--- src/rtl/chip_valve_sequencer.sv ---
// chip_valve_sequencer: pneumatic valve/pump sequencer for the ChIP chip (open group, pump, close, done)
// Ports: clk, rst (async, active-high); cmd_valid/cmd_ready/cmd_op/cmd_sel/cmd_count command handshake;
// abort early stop; *_ctrl valve lines and pump1..3 (1 = pressurised/closed); busy, done and err status.
// Build option PUMP_REVERSE_EN adds the cmd_rev input, which selects the reverse peristaltic sequence.
module chip_valve_sequencer #(
  parameter int STEP_TICKS   = 1000,
  parameter int SETTLE_TICKS = 500,
  parameter int CNT_W        = 8
) (
  input  logic             clk,
  input  logic             rst,
  input  logic             cmd_valid,
`ifdef PUMP_REVERSE_EN
  input  logic             cmd_rev,
`endif
  output logic             cmd_ready,
  input  logic [1:0]       cmd_op,
  input  logic [2:0]       cmd_sel,
  input  logic [CNT_W-1:0] cmd_count,
  input  logic             abort,
  output logic [4:0]       inlet_ctrl,
  output logic             prep_inlet_ctrl,
  output logic             stage_inlet_ctrl,
  output logic             stage_outlet_ctrl,
  output logic             collect_ctrl,
  output logic             bead_ctrl,
  output logic             pump1,
  output logic             pump2,
  output logic             pump3,
  output logic             busy,
  output logic             done,
  output logic             err
);
  localparam int TMAX = STEP_TICKS > SETTLE_TICKS ? STEP_TICKS : SETTLE_TICKS;
  localparam int TW = TMAX > 1 ? $clog2(TMAX) : 1;
  localparam logic [TW-1:0] SET_END = TW'(SETTLE_TICKS - 1);
  localparam logic [TW-1:0] STEP_END = TW'(STEP_TICKS - 1);
  typedef enum logic [1:0] {IDLE, SETTLE, RUN, CLOSE} state_t;
  state_t state_q, state_d;
  logic [1:0] op_q, op_d;
  logic [2:0] sel_q, sel_d, ph_q, ph_d, idx;
  logic [CNT_W-1:0] rem_q, rem_d;
  logic [TW-1:0] tmr_q, tmr_d;
  logic done_q, done_d, err_q, err_d, bad, open_g;
  logic [2:0] pat;
`ifdef PUMP_REVERSE_EN
  logic rev_q, rev_d;
`endif
  always_ff @(posedge clk or posedge rst)
    if (rst) begin
      state_q <= IDLE;
      op_q <= '0;
      sel_q <= '0;
      ph_q <= '0;
      rem_q <= '0;
      tmr_q <= '0;
      done_q <= 1'b0;
      err_q <= 1'b0;
`ifdef PUMP_REVERSE_EN
      rev_q <= 1'b0;
`endif
    end else begin
      state_q <= state_d;
      op_q <= op_d;
      sel_q <= sel_d;
      ph_q <= ph_d;
      rem_q <= rem_d;
      tmr_q <= tmr_d;
      done_q <= done_d;
      err_q <= err_d;
`ifdef PUMP_REVERSE_EN
      rev_q <= rev_d;
`endif
    end
  assign bad = cmd_count == '0 || (cmd_op == 2'd0 && cmd_sel > 3'd4);
  // rem_q counts remaining pump cycles; a cycle ends after step 5 expires
  always_comb begin
    state_d = state_q;
    op_d = op_q;
    sel_d = sel_q;
    ph_d = ph_q;
    rem_d = rem_q;
    tmr_d = tmr_q + 1'b1;
    done_d = 1'b0;
    err_d = 1'b0;
`ifdef PUMP_REVERSE_EN
    rev_d = rev_q;
`endif
    case (state_q)
      IDLE: begin
        tmr_d = '0;
        if (cmd_valid && bad) err_d = 1'b1;
        else if (cmd_valid) begin
          state_d = SETTLE;
          op_d = cmd_op;
          sel_d = cmd_sel;
          rem_d = cmd_count;
`ifdef PUMP_REVERSE_EN
          rev_d = cmd_rev;
`endif
        end
      end
      SETTLE: begin
        if (abort) begin
          state_d = CLOSE;
          tmr_d = '0;
        end else if (tmr_q == SET_END) begin
          state_d = RUN;
          tmr_d = '0;
          ph_d = '0;
        end
      end
      RUN: begin
        if (abort) begin
          state_d = CLOSE;
          tmr_d = '0;
        end else if (tmr_q == STEP_END) begin
          tmr_d = '0;
          ph_d = ph_q == 3'd5 ? 3'd0 : ph_q + 3'd1;
          if (ph_q == 3'd5) begin
            rem_d = rem_q - 1'b1;
            if (rem_q == CNT_W'(1)) state_d = CLOSE;
          end
        end
      end
      default: begin
        if (tmr_q == SET_END) begin
          state_d = IDLE;
          done_d = 1'b1;
          tmr_d = '0;
        end
      end
    endcase
  end
`ifdef PUMP_REVERSE_EN
  assign idx = rev_q ? 3'd5 - ph_q : ph_q;
`else
  assign idx = ph_q;
`endif
  assign pat = idx == 3'd0 ? 3'b101 : idx == 3'd1 ? 3'b100 : idx == 3'd2 ? 3'b110 :
               idx == 3'd3 ? 3'b010 : idx == 3'd4 ? 3'b011 : 3'b001;
  // Lines decode from registered state only, so async reset closes everything immediately
  assign open_g = state_q == SETTLE || state_q == RUN;
  assign inlet_ctrl = open_g && op_q == 2'd0 ? ~(5'b00001 << sel_q) : 5'b11111;
  assign prep_inlet_ctrl = ~(open_g && op_q == 2'd0);
  assign stage_inlet_ctrl = ~(open_g && op_q != 2'd0);
  assign stage_outlet_ctrl = ~(open_g && op_q == 2'd1);
  assign collect_ctrl = ~(open_g && op_q == 2'd2);
  assign bead_ctrl = ~(open_g && op_q == 2'd3);
  assign {pump1, pump2, pump3} = state_q == RUN && op_q != 2'd0 ? pat : 3'b111;
  assign cmd_ready = state_q == IDLE;
  assign busy = state_q != IDLE;
  assign done = done_q;
  assign err = err_q;
endmodule

--- config.mk ---
export PLATFORM = sky130hd
export DESIGN_NAME = chip_valve_sequencer
export DESIGN_NICKNAME = d
export VERILOG_FILES = /design/src/rtl/chip_valve_sequencer.sv
export SDC_FILE = /design/constraint.sdc
export NUM_CORES = 1
export LEC_CHECK = 0
export BUFFER_PORTS_ARGS = -buffer_cell sky130_fd_sc_hd__buf_4
export CAP_MARGIN = 20
export CELL_PAD_IN_SITES_DETAIL_PLACEMENT = 1
export CELL_PAD_IN_SITES_GLOBAL_PLACEMENT = 2
export CORE_UTILIZATION = 34
export CTS_CLUSTER_SIZE = 40
export DETAILED_ROUTE_END_ITERATION = 10
export GPL_TIMING_DRIVEN = 0
export PLACE_DENSITY = 0.87
export SLEW_MARGIN = 30
export SYNTH_ARGS = -nofsm -noshare
export SYNTH_HDL_FRONTEND = slang
export SYNTH_SLANG_ARGS = --single-unit
--- constraint.sdc ---
create_clock -name clk -period 2.26 [get_ports clk]
set_clock_uncertainty 0.2 [all_clocks]
set_input_delay 0.113 -clock clk [delete_from_list [all_inputs] [get_ports clk]]
set_output_delay 0.113 -clock clk [all_outputs]
set_load 0.01 [all_outputs]
Yosys cells after proc, flatten, opt, wreduce, memory -nomap -nowiden
Cells that the tools add are included.
{"block": "totals", "ff_bits": 30, "out_inout_bits": 17, "wordCells": 107, "input_bits": 17}
{"block": "classes", "eq_ne": 24, "n_lt_le_gt_ge": 1, "addsub": 3, "reduce_logical": 25, "bitwise_logic": 7, "shifts": 1, "mux": 38}
{"cell": "10-bit two-way mux", "n": 4}
{"cell": "8-bit two-way mux", "n": 5}
{"cell": "10-bit one-hot mux with 3 select lines", "n": 1}
{"cell": "3-bit two-way mux", "n": 9}
{"cell": "2-bit two-way mux", "n": 11}
{"cell": "8-bit one-hot mux with 2 select lines", "n": 1}
{"cell": "2-bit inequality test, second input constant", "n": 7}
{"cell": "3-bit inequality test, second input constant", "n": 4}
{"cell": "10-bit by 1-bit adder with 10-bit output, second input constant", "n": 1}
{"cell": "10-bit equality test, second input constant", "n": 1}
{"cell": "10-bit by 9-bit equality test with 1-bit output, second input constant", "n": 1}
{"cell": "8-bit by 1-bit equality test with 1-bit output, second input constant", "n": 1}
{"cell": "1-bit logical AND", "n": 8}
{"cell": "8-bit logical NOT", "n": 1}
{"cell": "2-bit nonzero test", "n": 4}
{"cell": "8-bit by 1-bit subtractor with 8-bit output, second input constant", "n": 1}
{"cell": "7-bit AND reduction", "n": 1}
{"cell": "2-bit equality test, second input constant", "n": 3}
{"cell": "3-bit by 2-bit equality test with 1-bit output, second input constant", "n": 2}
{"cell": "3-bit equality test, second input constant", "n": 2}
{"cell": "2-bit logical NOT", "n": 3}
{"cell": "1-bit NOT", "n": 6}
{"cell": "2-bit one-hot mux with 3 select lines", "n": 1}
{"cell": "3-bit one-hot mux with 2 select lines", "n": 1}
{"cell": "other kinds (15)", "n": 20}

Depth between registers and ports, before layout
Gate-level depths: netlist of the first run.
{"block": "depth", "ltp_word": 7, "mapped_depth": 8, "depth_no_buf": 7}

Worst setup path before layout of the first run
No wires, ideal clock.
{"block": "synth_path", "path_type": "register to register", "startpoint": "register tmr_q[0]", "endpoint": "register state_q[0]", "t_required_ns": 1.981, "period_less_slack_ns": 1.987, "path_buffers": 0, "slack_ns": 0.273, "setup_time_ns": 0.079, "path_stages_with_launch": 7, "t_arrival_ns": 1.708, "path_cell_list": "dfrtp_1 -> ha_1 -> nand2b_1 -> or3_4 -> o311ai_2 -> o221a_2 -> mux2i_1"}
{"block": "synth_between", "elab_chain_len": 3, "word_cells_on_any_way": 6, "cone_classes": "4 x eq/ne; 2 x reduce/logical"}
{"element": "start, declared", "line": "43", "text": "logic [TW-1:0] tmr_q, tmr_d;"}
{"element": "start signal, assigned", "line": "68", "text": "tmr_q <= tmr_d;"}
{"element": "10-bit equality test / 10-bit by 9-bit equality test with 1-bit output (equally long branches)", "line": "117, 107, 127"}
{"element": "3-bit inequality test (no source line) / 4-bit nonzero test (equally long branches)"}
{"element": "7-bit AND reduction (no source line) (*)"}
{"element": "end signal, assigned", "line": "63", "text": "state_q <= state_d;"}
{"element": "end, declared", "line": "39", "text": "state_t state_q, state_d;"}
Every way passes the cells marked *; elsewhere a longest branch is shown, timed or not.
A chain may end at the register's enable or synchronous reset.

Worst setup path in the final report of the first run
Ends and elaborated chain as after synthesis.

==> results of run 1 <==
-- kinds of logic (layout without fill, tap and decap cells) --
logic type	count (synthesis)	in the layout
AO/OA/AOI/OAI	39	39
XOR/XNOR	8	8
adder cells (fa/ha/maj)	9	9
buffers and inverters	20	78
flip-flops	30	30
multiplexers	7	7
AND/OR/NAND/NOR	97	97
-- how the worst max path moves through the flow --
stage | cells after the start | slack [ps] | endpoint | start
3_3_place_gp | 8 | -20 | rem_q[4] | state_q[0]
5_1_grt | 8 | -70 | idx[1] | state_q[1]
2_1_floorplan | 6 | 270 | state_q[0] | tmr_q[0]
4_1_cts | 7 | 3 | pump3 | state_q[0]
3_5_place_dp | 8 | -50 | rem_q[5] | state_q[0]
6_report | 6 | 110 | state_q[0] | tmr_q[0]
-- cell usage after synthesis (2+ instances only) --
| library cell | count |
|---|---|
| nand4_1 | 5 |
| nand2b_1 | 2 |
| clkbuf_1 | 3 |
| nor2_1 | 30 |
| o21ai_0 | 12 |
| nand3b_1 | 5 |
| nor4_1 | 2 |
| nand3_1 | 9 |
| xor2_1 | 3 |
| nor2b_1 | 4 |
| nor3_1 | 6 |
| and4_1 | 3 |
| o32ai_1 | 3 |
| nor4_4 | 2 |
| a21oi_1 | 5 |
| inv_1 | 15 |
| dfrtp_1 | 30 |
| mux2_2 | 5 |
| mux2i_1 | 2 |
| xnor2_1 | 5 |
| a22oi_1 | 3 |
| nand2_1 | 17 |
| and2_1 | 3 |
| ha_1 | 9 |
-- routing by layer --
| layer | up-vias | global-route usage [%] | wire (um) |
|---|---|---|---|
| met5 | - | 0 | 0 |
| met3 | 5 | 4.12 | 166 |
| met1 | 841 | 24.0 | 2450 |
| met2 | 34 | 31.2 | 2320 |
| li1 | 873 | - | - |
| met4 | 0 | 4.81 | 54 |
-- power by group --
part,switching (mW),total [mW],internal (mW)
Clock,0.190,0.401,0.212
Combinational,0.0360,0.0767,0.0408
Sequential,0,0.537,0.537
-- worst register-to-register path: stages, from the launching register on --
cell and delay (ps):
dfrtp_1 420, ha_4 190, nand2b_1 80, or3_4 400
o311ai_2 290, o221a_2 260, mux2i_1 210
-- flip-flops by register name, summed over array words and instances (netlist names) --
name	flops
idx	3
err	1
tmr_q	10
sel_q	3
state_q	2
done	1
op_q	2
rem_q	8
-- cell usage in the layout, fill, tap and decap left out, types with 2 or more instances in the layout --
cell type	Yosys	routed
a21oi_1	5	5
a22oi_1	3	3
and2_1	3	3
and4_1	3	3
buf_4	0	37
clkbuf_1	3	5
clkbuf_8	0	5
dfrtp_1	30	30
dlygate4sd3_1	0	14
ha_1	9	7
inv_1	15	14
mux2_2	5	5
mux2i_1	2	2
nand2_1	17	17
nand2b_1	2	2
nand3_1	9	9
nand3b_1	5	5
nand4_1	5	5
nor2_1	30	29
nor2b_1	4	4
nor3_1	6	5
nor4_1	2	2
nor4_4	2	2
o21ai_0	12	12
o32ai_1	3	3
xnor2_1	5	5
xor2_1	3	3
-- metrics by stage --
stage / setup WS [ps] / TNS, ps
after floorplan: 273 / 0
after global placement: -20.5 / -64.1
after detailed placement: -48.7 / -152
after CTS: 3.06 / 0
after global routing: -71.5 / -90.5
final: 112 / 0
-- repair_timing --
item,CTS,global route
pin swaps,0,1
setup buffers,0,4
cloned,0,0
hold endpoints to repair,42,1
gates resized for setup,3,5
endpoints found under the setup margin,6,20
hold buffers,13,1
-- area by class of cell --
type / count / area [um2] / share of cell area, %
multi-input combinational: 160 / 1160 / 44.9
inverter: 15 / 56.3 / 2.18
clock buffer: 7 / 76.3 / 2.96
tap: 72 / 90.1 / 3.49
sequential: 30 / 751 / 29.1
timing repair buffer: 51 / 418 / 16.2
buffer: 5 / 30.0 / 1.16
==> results_dict.tcl, run 1 <==
set metrics [dict create \
    hp-class "in2reg" \
    synth.net_count 236 \
    nets 294 \
    clock_sinks 30 \
    required_ps 2250 \
    whs_ps 34.9 \
    synth-simple-area-share_pct 28.2 \
    syn_inst 210 \
    cts_tree "yes" \
    slowest_delay_ps 420 \
    crit_chain "ha_4 > nand2b_1 > or3_4 > o311ai_2 > o221a_2 > mux2i_1" \
    antenna_left 0 \
    clk_pin_slew_worst_paths_ps 60 \
    synth_xor_area_share_pct 3.57 \
    ys.flop_type "dfrtp_1" \
    worst_skew_pair.late_latency_ps 280 \
    power_leakage_nw 1.15 \
    die_w_um 77.9 \
    cp-end-kind "register" \
    synth_async_sr_flop_share_pct 100 \
    grt_max_degree 31 \
    critPathArrivalTime_ps 2140 \
    ys_ff_latch 30 \
    drive_above_1_share_pct 26.1 \
    vias 1753 \
    netlist.area_leader.share_pct 38.3 \
    grt_pass1_wl_um 8830 \
    wl_um 4990 \
    postLayoutCoreUtil_pct 46.5 \
    syn_avg_cell_area_um2 9.34 \
    r2r_start "tmr_q[0]" \
    r2r_end "state_q[0]" \
    worstSetupPathType "reg2reg" \
    yosys_warnings 0 \
    ys_top_cells_by_area "dfrtp_1, ha_1, nor2_1" \
    grt-ovfl-total 0 \
    drc 0 \
    yosysSeqAreaShare_pct 38.3 \
    place_area_um2 2300 \
    synth_top_family_by_area "simple AND/OR/NAND/NOR gates" \
    peakVddDrop_mv 0.202 \
    drv_cap 0 \
    cts_root_buffer "clkbuf_8" \
    critPathLaunchType "register" \
    cts.htree.levels 2 \
    power_density_nw_per_um2 394 \
    path_delay_family "compound AO/OA/AOI/OAI gates" \
    cp_max_fo 5 \
    fp.dieH_um 77.9 \
    synth_compound_area_share_pct 16.0 \
    outcome "finished, final reports clean" \
    hold_path_startpoint "cmd_count[2]" \
    dp_cells 315 \
    fp-row-count 27 \
    muxShareOfSynthArea_pct 3.89 \
    vias_per_cell 5.16 \
    synthAdderAreaFrac_pct 5.74 \
    port_buffers 33 \
    critPathBufInv 0 \
    drt_first_pass_iters 4 \
    crit_path_top_delay_cell "dfrtp_1" \
    max_freq_mhz 466 \
    slew-limit-headroom_pct 55.7 \
    p_total_mw 1.02 \
    area_delta_synth_final_pct 31.5 \
    dp_hpwl_um 3700 \
    antenna_found_initial 0 \
    worst_slew_pin_slew_ps 663 \
    setup_viol 0 \
    hold_depth 3 \
    fin_crit_ps 2150 \
    grt_pass1_vias 1851 \
    ios 34 \
    min_to "rem_q[2]" \
    ys_types 51 \
    fin_crit_sh_pct 95.0 \
    coreArea_um2 5540 \
    wl_per_cell_um 14.7 \
    drt_iter0_markers 71 \
    postLayoutCellArea_um2 2580 \
    start_util_pct 35.4 \
    n_antenna_cell 0 \
    grt_usage_pct 18.6 \
    die_area_um2 6070 \
    synth_top_area_cell "dfrtp_1" \
    r2r_slack_ps 110 \
    slew_viol_final 0 \
    rsz0062_at_grt "yes" \
    finalHoldViolations 0 \
    synth_edf_count 0 \
    instances_no_fill 340 \
    gp_congestion 0.817 \
    clockBufferDepth 2 \
    fillers 668 \
    rr_worst_depth 6 \
    cts_inserted_buffers 5 \
    syn_area_um2 1960 \
]
Note: power is estimated with default switching activity, not from simulation.
==> run 2: changes to the inputs <==
--- a/config.mk
+++ b/config.mk
@@ -7,13 +7,11 @@
 export LEC_CHECK = 0
 export BUFFER_PORTS_ARGS = -buffer_cell sky130_fd_sc_hd__buf_4
 export CAP_MARGIN = 20
-export CELL_PAD_IN_SITES_DETAIL_PLACEMENT = 1
-export CELL_PAD_IN_SITES_GLOBAL_PLACEMENT = 2
-export CORE_UTILIZATION = 34
+export CORE_UTILIZATION = 56
 export CTS_CLUSTER_SIZE = 40
 export DETAILED_ROUTE_END_ITERATION = 10
 export GPL_TIMING_DRIVEN = 0
-export PLACE_DENSITY = 0.87
+export PLACE_DENSITY = 0.88
 export SLEW_MARGIN = 30
 export SYNTH_ARGS = -nofsm -noshare
 export SYNTH_HDL_FRONTEND = slang
==> run 2 against run 1 <==
Routed wire length rose by 1.4%. Highest routed layer unchanged. Critical endpoint is now pump3. Total power down 6.8%. Sequential power hardly changed. Non-clock buffer count rose by 3. Count of clock-buffer cells in the layout is 1 lower. Cell count decreased by 7.1%. Setup slack worse by 33 ps. Combinational power is 6.1% higher.
==> results_dict.tcl, run 2 (same netlist as run 1, synthesis figures left out) <==
set metrics [dict create \
    place_ws_ps -3.26 \
    postLayoutCoreUtil_pct 76.6 \
    clk_pin_slew_worst_paths_ps 100 \
    setup_viol 0 \
    path_delay_family "flip-flops" \
    reg_top3 "tmr_q (10), rem_q (8)" \
    crit_chain "inv_1 > ha_2 > inv_1 > nor2_2 > o31a_1 > o21ai_0 > buf_4" \
    power_switching_mw 0.227 \
    vias 1885 \
    switching_share_pct 23.9 \
    dp_cells 289 \
    clock_sinks 30 \
    multi_input_area_um2 1160 \
    die_area_um2 3740 \
    whs_ps 220 \
    crit_path_top_delay_cell "dfrtp_1" \
    worst_slew_pin_slew_ps 650 \
    drc 0 \
    grt-ovfl-total 0 \
    ios 34 \
    seq_area_um2 751 \
    drive_above_1_share_pct 27.4 \
    critPathArrivalTime_ps 1870 \
    rsz0062_at_grt "yes" \
    area_delta_synth_final_pct 30.4 \
    start_util_pct 58.8 \
    p_comb_share_pct 8.6 \
    critPathLaunchType "register" \
    outcome "finished, final reports clean" \
    pwr-share-seq_pct 56.7 \
    slew_viol_final 0 \
    grt_usage_pct 28.8 \
    grt_pass1_vias 1723 \
    slowest_delay_ps 440 \
    instances_no_fill 316 \
    timing.setup.tns_ps 0 \
    grt_max_degree 31 \
    grt_pass1_wl_um 7640 \
    gp_congestion 0.791 \
    fp-row-count 21 \
    fp.dieH_um 61.2 \
    worst_skew_pair.late_latency_ps 340 \
    cts_tree "yes" \
    cts.htree.levels 2 \
    antenna_found_initial 0 \
    wl_per_cell_um 16.0 \
    nets 297 \
    pwr-share-clk_pct 34.7 \
    vias_per_cell 5.97 \
    largest-register "tmr_q" \
    setup_slack_ps 78.6 \
    required_ps 1950 \
    power_leakage_nw 1.16 \
    coreArea_um2 3340 \
    peakVddDrop_mv 0.225 \
    place_area_um2 2270 \
    clockBufferDepth 2 \
    drt_iter0_markers 171 \
    postLayoutCellArea_um2 2560 \
    p_int_mw 0.719 \
    finalHoldViolations 0 \
    cts_inserted_buffers 5 \
    drt_first_pass_iters 5 \
    layout_common_cells "buf_4, dfrtp_1, nor2_1, nand2_1, dlygate4sd3_1" \
    drv_cap 0 \
    hp-class "in2async" \
    die_w_um 61.2 \
    fillers 218 \
    dp_hpwl_um 3120 \
    largest_register_ffs 10 \
    layout_commonest_cell "buf_4" \
    antenna_left 0 \
    fin_crit_ps 2180 \
    power_density_nw_per_um2 370 \
    wl_um 5050 \
    n_antenna_cell 0 \
    p_total_mw 0.946 \
    max_freq_mhz 458 \
    cpMostUsedCell "inv_1" \
    port_buffers 33 \
    fin_crit_sh_pct 96.5 \
    cp-end-kind "output port" \
    critPathBufInv 3 \
    worstSetupPathType "reg2out" \
    slew-limit-headroom_pct 56.6 \
    cp_max_fo 7 \
    cts_root_buffer "clkbuf_4" \
]
run 2: cell type report:
| type | instances | area share (%) |
|---|---|---|
| flip-flops and latches | 30 | 29.4 |
| plain buffers | 5 | 1.17 |
| inverters | 15 | 2.20 |
| repair buffers | 54 | 17.5 |
| well taps | 46 | 2.25 |
| clock buffers | 6 | 2.01 |
| multi-input cells | 160 | 45.5 |
run 2: worst paths after layout:
check | slack (ps) | cells past startpoint | to | from
worst max-delay path | 80 | 7 | pump3 | state_q[0]
worst min-delay path | 220 | 3 | rem_q[5] | rst
worst max register to register | 90 | 6 | state_q[0] | tmr_q[0]
worst min register to register | 310 | 1 | tmr_q[0] | tmr_q[0]
max in group asynchronous | 1210 | 3 | tmr_q[2] | rst
min in group clk | 310 | 1 | tmr_q[0] | tmr_q[0]
run 2: per-layer routing:
layer	part of all wire [%]	vias to the layer above	wire length (um)	GRT usage, %
li1	-	879	-	-
met1	40	908	2010	33.4
met3	5.5	18	277	7.56
met2	52	80	2610	50.2
met5	0	-	0	0
met4	3.2	0	160	12.0
run 2: power by group through the flow:
stage | Combinational, mW | Sequential [mW] | Clock, mW
final | 0.0814 | 0.536 | 0.328
after global routing | 0.0871 | 0.536 | 0.346
after CTS | 0.0783 | 0.536 | 0.330
after detailed placement | 0.0564 | 0.547 | 0
after global placement | 0.0553 | 0.547 | 0
after floorplan | 0.0201 | 0.547 | 0
run 2: worst min-delay path, stage by stage:
cell and delay, ps:
dlygate4sd3_1 540, buf_4 140, inv_2 470
run 2: what timing repair did:
| action | CTS | global route |
|---|---|---|
| hold buffers | 17 | 0 |
| endpoints found under the setup margin | 5 | 17 |
| hold endpoints to repair | 46 | 0 |
| gates resized for setup | 1 | 9 |
| setup buffers | 0 | 4 |
